`config.mk`:
```
export PLATFORM = sky130hd
export DESIGN_NAME = sign_extend_unit_flat
export DESIGN_NICKNAME = d
export VERILOG_FILES = /design/src/rtl/sign_extend_if.sv /design/src/rtl/sign_extend_unit.sv /design/src/flat_wrapper.sv
export SDC_FILE = /design/constraint.sdc
export NUM_CORES = 1
export LEC_CHECK = 0
export BUFFER_PORTS_ARGS = -buffer_cell sky130_fd_sc_hd__buf_2
export CAP_MARGIN = 20
export CORE_MARGIN = 4
export CORE_UTILIZATION = 30
export DETAILED_ROUTE_END_ITERATION = 10
export HOLD_SLACK_MARGIN = 0.02
export PLACE_DENSITY = 0.62
export SYNTH_ARGS = -nofsm -noshare
export SYNTH_HDL_FRONTEND = slang
export SYNTH_SLANG_ARGS = --single-unit
```
`constraint.sdc`:
```
create_clock -name clk -period 1.8 [get_ports clk]
set_input_delay 0.36 -clock clk [delete_from_list [all_inputs] [get_ports clk]]
set_output_delay 0.36 -clock clk [all_outputs]
set_load 0.1 [all_outputs]
```
`src/rtl/sign_extend_if.sv`:
```
// Decode-to-ALU immediate transfer: request side carries the raw immediate, response side the widened value.
// The lui field exists only when SIGNEXT_LUI_EN is defined.
interface sign_extend_if #(
  parameter int IN_W  = 16,
  parameter int OUT_W = 32
);
  logic             in_valid;
  logic [IN_W-1:0]  input1;
  logic             signext;
`ifdef SIGNEXT_LUI_EN
  logic             lui;
`endif
  logic             out_valid;
  logic [OUT_W-1:0] output1;

  modport master (
    output in_valid, input1, signext,
`ifdef SIGNEXT_LUI_EN
    output lui,
`endif
    input  out_valid, output1
  );

  modport slave (
    input  in_valid, input1, signext,
`ifdef SIGNEXT_LUI_EN
    input  lui,
`endif
    output out_valid, output1
  );
endinterface

```
`src/rtl/sign_extend_unit.sv`:
```
// Registered IN_W->OUT_W immediate extender (sign or zero per transfer), 1-cycle latency, full throughput.
// Optional feature macro: SIGNEXT_LUI_EN adds a lui request that places the immediate in the upper bits.
module sign_extend_unit #(
  parameter int IN_W  = 16,
  parameter int OUT_W = 32  // must be >= IN_W
) (
  input logic            clk,
  input logic            reset,
  sign_extend_if.slave   bus
);
  localparam int PAD = OUT_W - IN_W;

  logic [OUT_W-1:0] ext;
  logic [OUT_W-1:0] ext_norm;
  logic [OUT_W-1:0] ext_hi;

  generate
    if (PAD == 0) begin : g_nopad
      assign ext_norm = bus.input1;
      assign ext_hi   = bus.input1;
    end else begin : g_pad
      logic fill;
      assign fill     = bus.signext & bus.input1[IN_W-1];
      assign ext_norm = {{PAD{fill}}, bus.input1};
      assign ext_hi   = {bus.input1, {PAD{1'b0}}};
    end
  endgenerate

`ifdef SIGNEXT_LUI_EN
  assign ext = bus.lui ? ext_hi : ext_norm;
`else
  assign ext = ext_norm;
  logic unused_hi;
  assign unused_hi = ^ext_hi;
`endif

  // output1 loads only on valid transfers so idle-cycle garbage never reaches it
  always_ff @(posedge clk) begin
    if (reset) begin
      bus.output1   <= '0;
      bus.out_valid <= 1'b0;
    end else begin
      bus.out_valid <= bus.in_valid;
      if (bus.in_valid) bus.output1 <= ext;
    end
  end
endmodule

```
`src/flat_wrapper.sv`:
```
// flat-port wrapper written by rule: the top's interface ports become plain ports
module sign_extend_unit_flat 
#(
  parameter int IN_W  = 16,
  parameter int OUT_W = 32                    
)
  (clk, reset, bus_in_valid, bus_input1, bus_signext, bus_out_valid, bus_output1);
  sign_extend_if #(.IN_W(IN_W), .OUT_W(OUT_W)) bus_i ();
  input logic clk;
  input logic reset;
  input wire logic [$bits(bus_i.in_valid)-1:0] bus_in_valid;
  input wire logic [$bits(bus_i.input1)-1:0] bus_input1;
  input wire logic [$bits(bus_i.signext)-1:0] bus_signext;
  output wire logic [$bits(bus_i.out_valid)-1:0] bus_out_valid;
  output wire logic [$bits(bus_i.output1)-1:0] bus_output1;
  assign bus_i.in_valid = bus_in_valid;
  assign bus_i.input1 = bus_input1;
  assign bus_i.signext = bus_signext;
  assign bus_out_valid = bus_i.out_valid;
  assign bus_output1 = bus_i.output1;
  sign_extend_unit #(.IN_W(IN_W), .OUT_W(OUT_W)) u_core (.clk(clk), .reset(reset), .bus(bus_i));
endmodule
```
==> impl_metrics.ini, run 1 <==
[drt]
vias_per_cell = 4.17
wl_per_cell_um = 10.3
final_antenna_net_count = 0
drc = 0
firstDrtPassIters = 3
vias = 576
wl_um = 1430
drt_iter0_drc = 5

[synthesis]
syn_area_per_cell_um2 = 10.4
synth_xor_xnor_area_share_pct = 0
yosys_warnings = 0
synth_area_leader_cell = dfxtp_1
yosys.cell_types.count = 11
synth_top_family_by_area = multiplexers
synthesis.area_um2 = 762
yosysTopAreaCellShare_pct = 47.3
syn_nets = 93
synth_simple_gate_area_share_pct = 10.8
muxShareOfSynthArea_pct = 21.0
synth-compound-area-share_pct = 0.657
synth-seq-cells = 18
yosysSeqAreaShare_pct = 47.3
synthAdderAreaFrac_pct = 0
synthTopCellsByArea = dfxtp_1 47%, mux2i_1 21%, buf_4 15%
syn_inst = 73

[timing]
fin_crit_sh_pct = 86.3
whs_ns = 0.304
finalCriticalPeriod_ns = 1.55
fin_skew_ns = 0
setup_viol = 0
rsz0062_at_grt = no
worst_pin_slew_ns = 0.502
finalMaxSlewViolations = 0
slew-limit-headroom_pct = 66.5
fmax_mhz = 644
tns_ns = 0
finalHoldViolations = 0
fin_ws_ns = 0.247

[die]
die_y_um = 58.4
chipWidth_um = 58.4
die-area_um2 = 3410
core-area_um2 = 2320
io_pins = 53
start_util_pct = 32.9
rows = 17

[setup_path]
critPathMaxStageDelay_ns = 0.46
critPathKind = flop to output port
crit_buf_inv = 1
worstPathRequired_ns = 1.44
end_kind = output port
crit_arrival_ns = 1.19
worstPathCellList = buf_2
crit_family = buffers and inverters
crit_slowest_cell = buf_2
startpoint_type = flop
critPathMaxFanout = 17

[cells_and_area]
layout.nets = 131
fin_area_um2 = 941
syn_to_final_growth_pct = 23.5
drive_above_1_share_pct = 52.7
final_core_utilization_pct = 40.6
fin_cells = 138
antenna_cells = 0

[placed_design]
port_buffers = 52
hpwl_um = 1110
dp.cells = 134
place_area_um2 = 905
pre_cts_ws_ns = 0.553
globalplace.congestion = 0.605

[grt]
antenna_found_initial = 0
grt_max_degree = 20
gr-total-overflow = 0
grt_pass1_vias = 558
grt_use_total_pct = 8.64
grt_first_pass_wirelength_um = 2350

[clocking]
cts-buffers-inserted = 3
postCtsSetupRepairBufs = 0
clock_sinks = 18
cts_buffer_depth = 2
clkLatencyLatePin_ns = 0.28
hold_buffers = 0
cts_tree = done
htree_levels = 1
cts_resized = 0
cts.reportedPaths.clkPinSlew_ns = 0.10
cts-root-buf = clkbuf_4

[run]
drv_cap = 0

[pwr]
power.density_nw_per_um2 = 1110
leakagePower_nw = 0.546
ir_drop_mv = 0.433
p_total_mw = 1.04

[hold_path]
hold_path.class = input pin to flop

[outcome]
outcome = finished, final reports clean
## report_power, final
group | leakage [nW] | internal [mW] | switching, mW
clock | 0.0210 | 0.123 | 0.122
combinational | 0.376 | 0.0597 | 0.304
sequential | 0.149 | 0.422 | 0.0122
## metal layers
layer | wire length (um) | vias up | GRT usage (%) | part of all wire, %
met4 | 0 | 0 | 2.98 | 0
met5 | 0 | - | 0 | 0
met3 | 190 | 0 | 2.41 | 13
li1 | - | 293 | - | -
met1 | 607 | 248 | 10.2 | 43
met2 | 629 | 35 | 14.8 | 44
## placed cells by master, fill, tap and decap left out
cell type and instances:
buf_2 52, dfxtp_1 17, mux2i_1 16, nor2_1 16, clkbuf_4 3, nand2b_1 1
nand3_2 1, a21oi_1 1, nor2b_1 1, clkbuf_8 1, dfxtp_2 1
## state kept, by name, indices dropped and copies added, names as in the netlist
name,count
u_core.bus.output1,17
u_core.bus.out_valid,1
## cells by family after synthesis
family                 after synthesis
and+or+nand+nor                     19
buffers and inverters               19
DFF                                 18
muxes                               16
AOI/OAI and AO/OA                    1
## Yosys cell counts, drive strengths merged
library cell and number:
nor2b 1, buf 19, mux2i 16, a21oi 1, dfxtp 18, nor2 16, nand3 1, nand2b 1
## final cells by class
class / instances / area [um2]
flip-flops and latches: 18 / 362
repair buffers: 52 / 260
well taps: 28 / 35.0
clock buffers: 4 / 36.3
fillers: 251 / 1380
multi-input cells: 36 / 248
## final timing paths
path,from,to,slack [ns],cells past startpoint
min,bus_input1[9],u_core.bus.output1[9],0.30,3
max reg2reg,u_core.bus.output1[16],u_core.bus.output1[16],1.10,2
max,u_core.bus.output1[16],bus_output1[21],0.25,1
min reg2reg,u_core.bus.output1[9],u_core.bus.output1[9],0.50,2
(Power assumes the default switching activity.)
==> run 2: changes to the inputs <==
--- a/config.mk
+++ b/config.mk
@@ -12,6 +12,7 @@
 export DETAILED_ROUTE_END_ITERATION = 10
 export HOLD_SLACK_MARGIN = 0.02
 export PLACE_DENSITY = 0.62
+export RECOVER_POWER = 100
 export SYNTH_ARGS = -nofsm -noshare
 export SYNTH_HDL_FRONTEND = slang
 export SYNTH_SLANG_ARGS = --single-unit
==> run 2 against run 1 <==
Fmax down 4.0%. Combinational power about the same. Total power down 0.13%. Register-to-register slack worse by 0.04 ns. Flip-flop and latch count unchanged. Core utilization down 0.054 points. Largest cell class unchanged. Largest power group unchanged.
==> impl_metrics.ini, run 2 (synthesis gave the netlist of run 1 again) <==
[clocking]
clkLatencyLatePin_ns = 0.28
htree_levels = 1
clock_sinks = 18
cts-buffers-inserted = 3
postCtsSetupRepairBufs = 0
cts_resized = 0
cts_tree = done
cts.reportedPaths.clkPinSlew_ns = 0.10
hold_buffers = 0
cts-root-buf = clkbuf_4
cts_buffer_depth = 2

[grt]
grt_pass1_vias = 558
grt_first_pass_wirelength_um = 2350
antenna_found_initial = 0
grt_max_degree = 20
grt_use_total_pct = 8.64
gr-total-overflow = 0

[cells_and_area]
final_common_cell = clkbuf_2
largest_reg_flops = 17
final_cell_mix = 33 x clkbuf_2, 18 x buf_2, 17 x dfxtp_1
top_register = u_core.bus.output1
drive_above_1_share_pct = 51.8
syn_to_final_growth_pct = 23.3
final_core_utilization_pct = 40.5
layout.nets = 131
antenna_cells = 0
top_regs = u_core.bus.output1: 17 flops, u_core.bus.out_valid: 1 flops

[setup_path]
critPathMaxFanout = 17
critPathMaxStageDelay_ns = 0.50
crit_family = buffers and inverters
crit_buf_inv = 1
startpoint_type = flop
end_kind = output port
worstPathRequired_ns = 1.44
crit_arrival_ns = 1.26
worstPathCellList = clkbuf_2
crit_slowest_cell = clkbuf_2
critPathKind = flop to output port

[drt]
vias = 582
wl_per_cell_um = 10.2
drt_iter0_drc = 4
wl_um = 1410
firstDrtPassIters = 2
vias_per_cell = 4.22
final_antenna_net_count = 0
drc = 0

[timing]
setup_viol = 0
finalMaxSlewViolations = 0
fin_crit_sh_pct = 89.9
fin_ws_ns = 0.183
fmax_mhz = 618
finalHoldViolations = 0
finalCriticalPeriod_ns = 1.62
worst_pin_slew_ns = 1.20
fin_skew_ns = 0
slew-limit-headroom_pct = 20.1
tns_ns = 0
whs_ns = 0.306
rsz0062_at_grt = no

[die]
chipWidth_um = 58.4
io_pins = 53
die_y_um = 58.4
start_util_pct = 32.9
die-area_um2 = 3410
rows = 17
core-area_um2 = 2320

[placed_design]
pre_cts_ws_ns = 0.553
hpwl_um = 1110
port_buffers = 52
globalplace.congestion = 0.605

[pwr]
ir_drop_mv = 0.433
power.density_nw_per_um2 = 1110
leakagePower_nw = 0.522

[run]
drv_cap = 0

[hold_path]
hold_path.class = input pin to flop

[outcome]
outcome = finished, final reports clean
run 2: power breakdown:
part | total, mW | internal [mW] | switching [mW]
sequential | 0.435 | 0.422 | 0.0133
clock | 0.243 | 0.123 | 0.120
combinational | 0.363 | 0.0590 | 0.304
run 2: metrics by stage:
stage                     total power [mW]  area [um2]  instances
after floorplan                      0.773         763         73
after global placement               0.807         905        134
after detailed placement             0.810         905        134
after CTS                             1.06         941        138
after global routing                  1.08         940        138
final                                 1.04         940        138
run 2: cell type report:
cell class | instances | area, um2
clock buffers | 4 | 36.3
flip-flops and latches | 18 | 362
well taps | 28 | 35.0
multi-input cells | 36 | 248
fillers | 251 | 1380
repair buffers | 52 | 259
run 2: path summary, 6_finish.rpt:
path | cells after the start | end | slack (ns) | startpoint
setup reg to reg | 2 | u_core.bus.output1[16] | 1.06 | u_core.bus.output1[16]
setup / recovery | 1 | bus_output1[18] | 0.18 | u_core.bus.output1[16]
hold reg to reg | 2 | u_core.bus.output1[9] | 0.51 | u_core.bus.output1[9]
hold / removal | 3 | u_core.bus.output1[1] | 0.31 | bus_input1[1]
run 2: per-layer routing:
metal	wire [um]	track usage (%)	vias up
li1	-	-	295
met1	575	10.2	252
met2	644	14.8	35
met3	191	2.41	0
met4	0	2.98	0
met5	0	0	-
